## src/rtl/mm_out_pack.sv

```systemverilog
// Requantises the mm accumulator stream to D_W bits and packs 32/D_W elements per
// 32-bit AXI-stream beat, regenerating tlast per M*M frame and flagging misplaced tlast.
module mm_out_pack #(
  parameter int unsigned D_W     = 8,
  parameter int unsigned D_W_ACC = 16,
  parameter int unsigned M       = 8,
  parameter int unsigned SHIFT   = 4,
  parameter int unsigned SIGNED  = 1
) (
  input  logic               mm_clk,
  input  logic               mm_rst,
  input  logic               s_axis_tvalid,
  input  logic [D_W_ACC-1:0] s_axis_tdata,
  input  logic               s_axis_tlast,
  output logic               s_axis_tready,
  output logic               m_axis_tvalid,
  output logic [31:0]        m_axis_tdata,
  output logic [3:0]         m_axis_tkeep,
  output logic               m_axis_tlast,
  input  logic               m_axis_tready,
  output logic               frame_err
);

  localparam int unsigned PACK  = 32 / D_W;
  localparam int unsigned NELEM = M * M;
  localparam int unsigned LW    = (PACK > 1) ? $clog2(PACK) : 1;
  localparam int unsigned EW    = (NELEM > 1) ? $clog2(NELEM) : 1;
  localparam int unsigned AW    = D_W_ACC + 1;

  localparam logic signed [AW-1:0] RND  = AW'((64'd1 << SHIFT) >> 1);
  localparam logic signed [AW-1:0] SMAX = AW'((64'd1 << (D_W - 1)) - 1);
  localparam logic signed [AW-1:0] SMIN = ~SMAX;
  localparam logic        [AW-1:0] UMAX = AW'((64'd1 << D_W) - 1);

  logic [LW-1:0] lane_q;
  logic [EW-1:0] elem_q;
  logic [31:0]   pack_q;
  logic          out_valid_q;
  logic [31:0]   out_data_q;
  logic [3:0]    out_keep_q;
  logic          out_last_q;
  logic          frame_err_q;

  logic signed [AW-1:0] ext;
  logic signed [AW-1:0] sum;
  logic signed [AW-1:0] shd;
  logic        [AW-1:0] ush;
  logic [D_W-1:0]       q;

  logic        accept;
  logic        lane_last;
  logic        elem_last;
  logic        close;
  logic        word_last;
  logic [31:0] word;
  logic [3:0]  keep;

  assign s_axis_tready = ~out_valid_q | m_axis_tready;
  assign accept        = s_axis_tvalid & s_axis_tready;
  assign lane_last     = (lane_q == LW'(PACK - 1));
  assign elem_last     = (elem_q == EW'(NELEM - 1));
  assign word_last     = elem_last | s_axis_tlast;
  assign close         = lane_last | word_last;

  // One extra bit of headroom so the rounding add cannot wrap.
  always_comb begin
    if (SIGNED != 0) begin
      ext = $signed({s_axis_tdata[D_W_ACC-1], s_axis_tdata});
    end else begin
      ext = $signed({1'b0, s_axis_tdata});
    end
    sum = ext + RND;
    shd = sum >>> SHIFT;
    ush = $unsigned(sum) >> SHIFT;
    if (SIGNED != 0) begin
      if (shd > SMAX) begin
        q = SMAX[D_W-1:0];
      end else if (shd < SMIN) begin
        q = SMIN[D_W-1:0];
      end else begin
        q = shd[D_W-1:0];
      end
    end else begin
      if (ush > UMAX) begin
        q = '1;
      end else begin
        q = ush[D_W-1:0];
      end
    end
  end

  // Lanes above the current one are already zero because pack_q clears on close.
  always_comb begin
    word = pack_q;
    for (int k = 0; k < PACK; k++) begin
      if (LW'(k) == lane_q) begin
        word[k*D_W +: D_W] = q;
      end
    end
    for (int b = 0; b < 4; b++) begin
      keep[b] = ((b * 8) < ((int'(lane_q) + 1) * D_W));
    end
  end

  always_ff @(posedge mm_clk or posedge mm_rst) begin
    if (mm_rst) begin
      lane_q      <= '0;
      elem_q      <= '0;
      pack_q      <= '0;
      out_valid_q <= 1'b0;
      out_data_q  <= '0;
      out_keep_q  <= '0;
      out_last_q  <= 1'b0;
      frame_err_q <= 1'b0;
    end else begin
      if (accept) begin
        if (close) begin
          pack_q <= '0;
          lane_q <= '0;
        end else begin
          pack_q <= word;
          lane_q <= lane_q + LW'(1);
        end
        if (word_last) begin
          elem_q <= '0;
        end else begin
          elem_q <= elem_q + EW'(1);
        end
        if (s_axis_tlast != elem_last) begin
          frame_err_q <= 1'b1;
        end
      end
      if (accept && close) begin
        out_valid_q <= 1'b1;
        out_data_q  <= word;
        out_keep_q  <= keep;
        out_last_q  <= word_last;
      end else if (m_axis_tready) begin
        out_valid_q <= 1'b0;
      end
    end
  end

  assign m_axis_tvalid = out_valid_q;
  assign m_axis_tdata  = out_data_q;
  assign m_axis_tkeep  = out_keep_q;
  assign m_axis_tlast  = out_last_q;
  assign frame_err     = frame_err_q;

endmodule

```

## config.mk

```make
export PLATFORM = sky130hd
export DESIGN_NAME = mm_out_pack
export DESIGN_NICKNAME = d
export VERILOG_FILES = /design/src/rtl/mm_out_pack.sv
export SDC_FILE = /design/constraint.sdc
export NUM_CORES = 1
export LEC_CHECK = 0
export ABC_AREA = 1
export BUFFER_PORTS_ARGS = -buffer_cell sky130_fd_sc_hd__buf_4
export CORE_ASPECT_RATIO = 0.8
export CORE_MARGIN = 4
export CORE_UTILIZATION = 51
export DETAILED_ROUTE_END_ITERATION = 10
export MAX_ROUTING_LAYER = met4
export PLACE_DENSITY_LB_ADDON = 0.15
export SYNTH_ARGS = -nofsm -noshare
export SYNTH_HDL_FRONTEND = slang
export SYNTH_SLANG_ARGS = --single-unit
```

## constraint.sdc

```tcl
create_clock -name mm_clk -period 2.32 [get_ports mm_clk]
set_input_delay 0.232 -clock mm_clk [delete_from_list [all_inputs] [get_ports mm_clk]]
set_output_delay 0.232 -clock mm_clk [all_outputs]
set_load 0.02 [all_outputs]
```

==> out/qor.yml <==
synth_seq_cells: 79
ant_nets: 0
clk_latency_ns: 0.36
wl_per_cell_um: 14.0
routed_wl_um: 9070
startpoint_type: "register"
ir_worst_vdd_mv: 0.700
gp_congestion: 0.801
synthFlopType: "dfrtp_1"
die_h_um: 87.4
ys_seq_area_share_pct: 49.2
antenna_found_initial: 0
ys_top_cells_by_area: "dfrtp_1 (49%), nand2_1 (15%), nand3_1 (8.0%)"
yosys-top-cells-count: "nand2_1 (161), dfrtp_1 (79), nand3_1 (64)"
required_ns: 2.57
cts.sinks: 79
cts_buffer_depth: 2
design_area_um2: 4820
synth_edf_count: 0
setup.worst_path.class: "register to register"
post_cts_buffers: 0
dr.first_iter.drc_count: 150
yosys.cell_types.count: 29
hold_violations: 0
cts_buffers: 9
die_width_um: 107
rows: 28
async_reset_ff_share_pct: 100
io_buffers: 57
clock.fmax_mhz: 487
cp.arrival_ns: 2.30
synth_top_area_cell: "dfrtp_1"
areaGrowthSynthToFinish_pct: 19.8
drv_cap: 0
dp_slack_ns: 0.210
finClkSkew_ns: 0.0117
clk_pin_slew_ns: 0.08
syn_area_um2: 4020
period_needed_ns: 2.05
die_area_um2: 9380
cts_tree: "done"
yosys_warnings: 0
layout_setup_ws_ns: 0.266
num_vias: 3303
grtUsageTotal_pct: 21.7
placed_area_um2: 4540
end_kind: "register"
drt_pass1_iterations: 4
nets: 567
drc: 0
yosysTopAreaCellShare_pct: 49.2
worst_pin_slew_ns: 0.735
ioPinCount: 61
outcome: "completed"
hpwlAfterDp_um: 6120
fin_crit_sh_pct: 88.5
synthesis.nets: 511
yosysMostFrequentCell: "nand2_1"
overflow: 0
relSlewSlack_pct: 51.0
grt_first_pass_wirelength_um: 15600
htreeDepth: 3
min_path_type: "input pin to register"
routed_via_density: 5.10
setup_viol: 0
grt_pass1_vias: 3296
setup-tns-final_ns: 0
grt_max_degree: 61
start_util_pct: 53.4
powerDensity_nw_per_um2: 947
syn_area_per_cell_um2: 8.34
root_buffer: "clkbuf_8"
p_leak_nw: 2.55
worstPathMaxFanout: 17
coreArea_um2: 7530
drive_above_1_share_pct: 25.4
antenna_cells: 0
drv_slew: 0
syn_inst: 482
grt_setup_unrepaired: "yes"
[power breakdown]
group          leakage (nW)  switching [W]  internal [W]  total (W)
clock network         0.130       0.000491      0.000773    0.00126
logic                  1.38       0.000861      0.000588    0.00145
registers              1.04       0.000167       0.00168    0.00185
total                  2.55        0.00152       0.00304    0.00456
[critical path, cell delays in order, from the launching register on]
cell	delay (ns)
dfrtp_1	0.39
ha_1	0.24
nand3_1	0.11
inv_1	0.06
nand3_1	0.07
ha_1	0.22
inv_1	0.06
nor2_1	0.08
inv_1	0.07
nand2_1	0.16
inv_1	0.09
buf_4	0.21
nand3_1	0.13
nand2_1	0.06
[cell families (layout without fill, tap and decap cells)]
group	after synthesis	in the layout	share of synthesized area, %
flip-flops	79	79	49.2
adder cells (fa/ha/maj)	8	8	2.49
AO/OA/AOI/OAI	32	32	4.08
XOR/XNOR	6	6	1.31
AND/OR/NAND/NOR	304	304	37.0
buffers and inverters	53	114	5.94
[placed cells by master (no fill, tap or decap)]
cell type	instances
bufinv_16	3
clkbuf_8	11
xnor2_1	1
buf_6	2
clkinv_4	1
xor2_1	5
a21oi_1	12
nor2_1	19
o21ai_0	19
nand4_1	1
nor2_2	6
buf_4	60
nand2_8	1
ha_1	8
dfrtp_1	79
nand2_1	161
nand3_1	64
or2_2	21
nor4_1	1
nand4_2	1
nand2_2	2
inv_1	31
clkinv_2	1
a31o_2	1
dlygate4sd3_1	1
nand3_2	16
nand2_4	8
nor3_1	2
buf_12	2
inv_2	2
nand3b_1	1
[what timing repair did]
action,in CTS,in global routing
hold buffers,1,0
hold endpoints to repair,19,0
gates resized for setup,0,3
setup endpoints to repair,0,22
[sequential cells by signal, summed over array words and instances (netlist names)]
register	cells
frame_err	1
elem_q	6
lane_q	2
m_axis_tlast	1
pack_q	32
m_axis_tkeep	4
m_axis_tdata	32
m_axis_tvalid	1
[metrics by stage]
step / total power, W / std cells / hold WS (ns) / util [%]
after floorplan: 0.00280 / 482 / 0.391 / -
after global routing: 0.00485 / 648 / 0.128 / 64.0
after global placement: 0.00328 / 631 / 0.263 / 60.3
after CTS: 0.00460 / 648 / 0.127 / 63.8
final: 0.00456 / 648 / 0.134 / 64.0
after detailed placement: 0.00332 / 631 / 0.273 / 60.3
[worst paths after layout]
check	from	end	slack, ns	cells after the start
max reg2reg	elem_q[0]	m_axis_tdata[19]	0.27	13
max in group asynchronous	mm_rst	m_axis_tdata[28]	1.21	4
min reg2reg	elem_q[5]	elem_q[5]	0.46	1
min in group asynchronous	mm_rst	m_axis_tdata[20]	0.44	3
max	elem_q[0]	m_axis_tdata[19]	0.27	13
min	s_axis_tvalid	frame_err	0.13	2
[final cells by class]
| cell class | instances | area [um2] |
|---|---|---|
| well taps | 105 | 131 |
| flip-flops and latches | 79 | 1980 |
| fillers | 660 | 2720 |
| multi-input cells | 350 | 1810 |
| clock inverters | 5 | 104 |
| inverters | 33 | 124 |
| clock buffers | 11 | 151 |
| repair buffers | 65 | 523 |
[metal layers]
metal | up-vias | wire length (um) | track usage [%]
met3 | 6 | 564 | 5.86
met4 | 0 | 72 | 5.11
met5 | - | 0 | -
met2 | 74 | 4290 | 35.2
met1 | 1570 | 4150 | 27.4
li1 | 1653 | - | -
(Power assumes the default switching activity.)
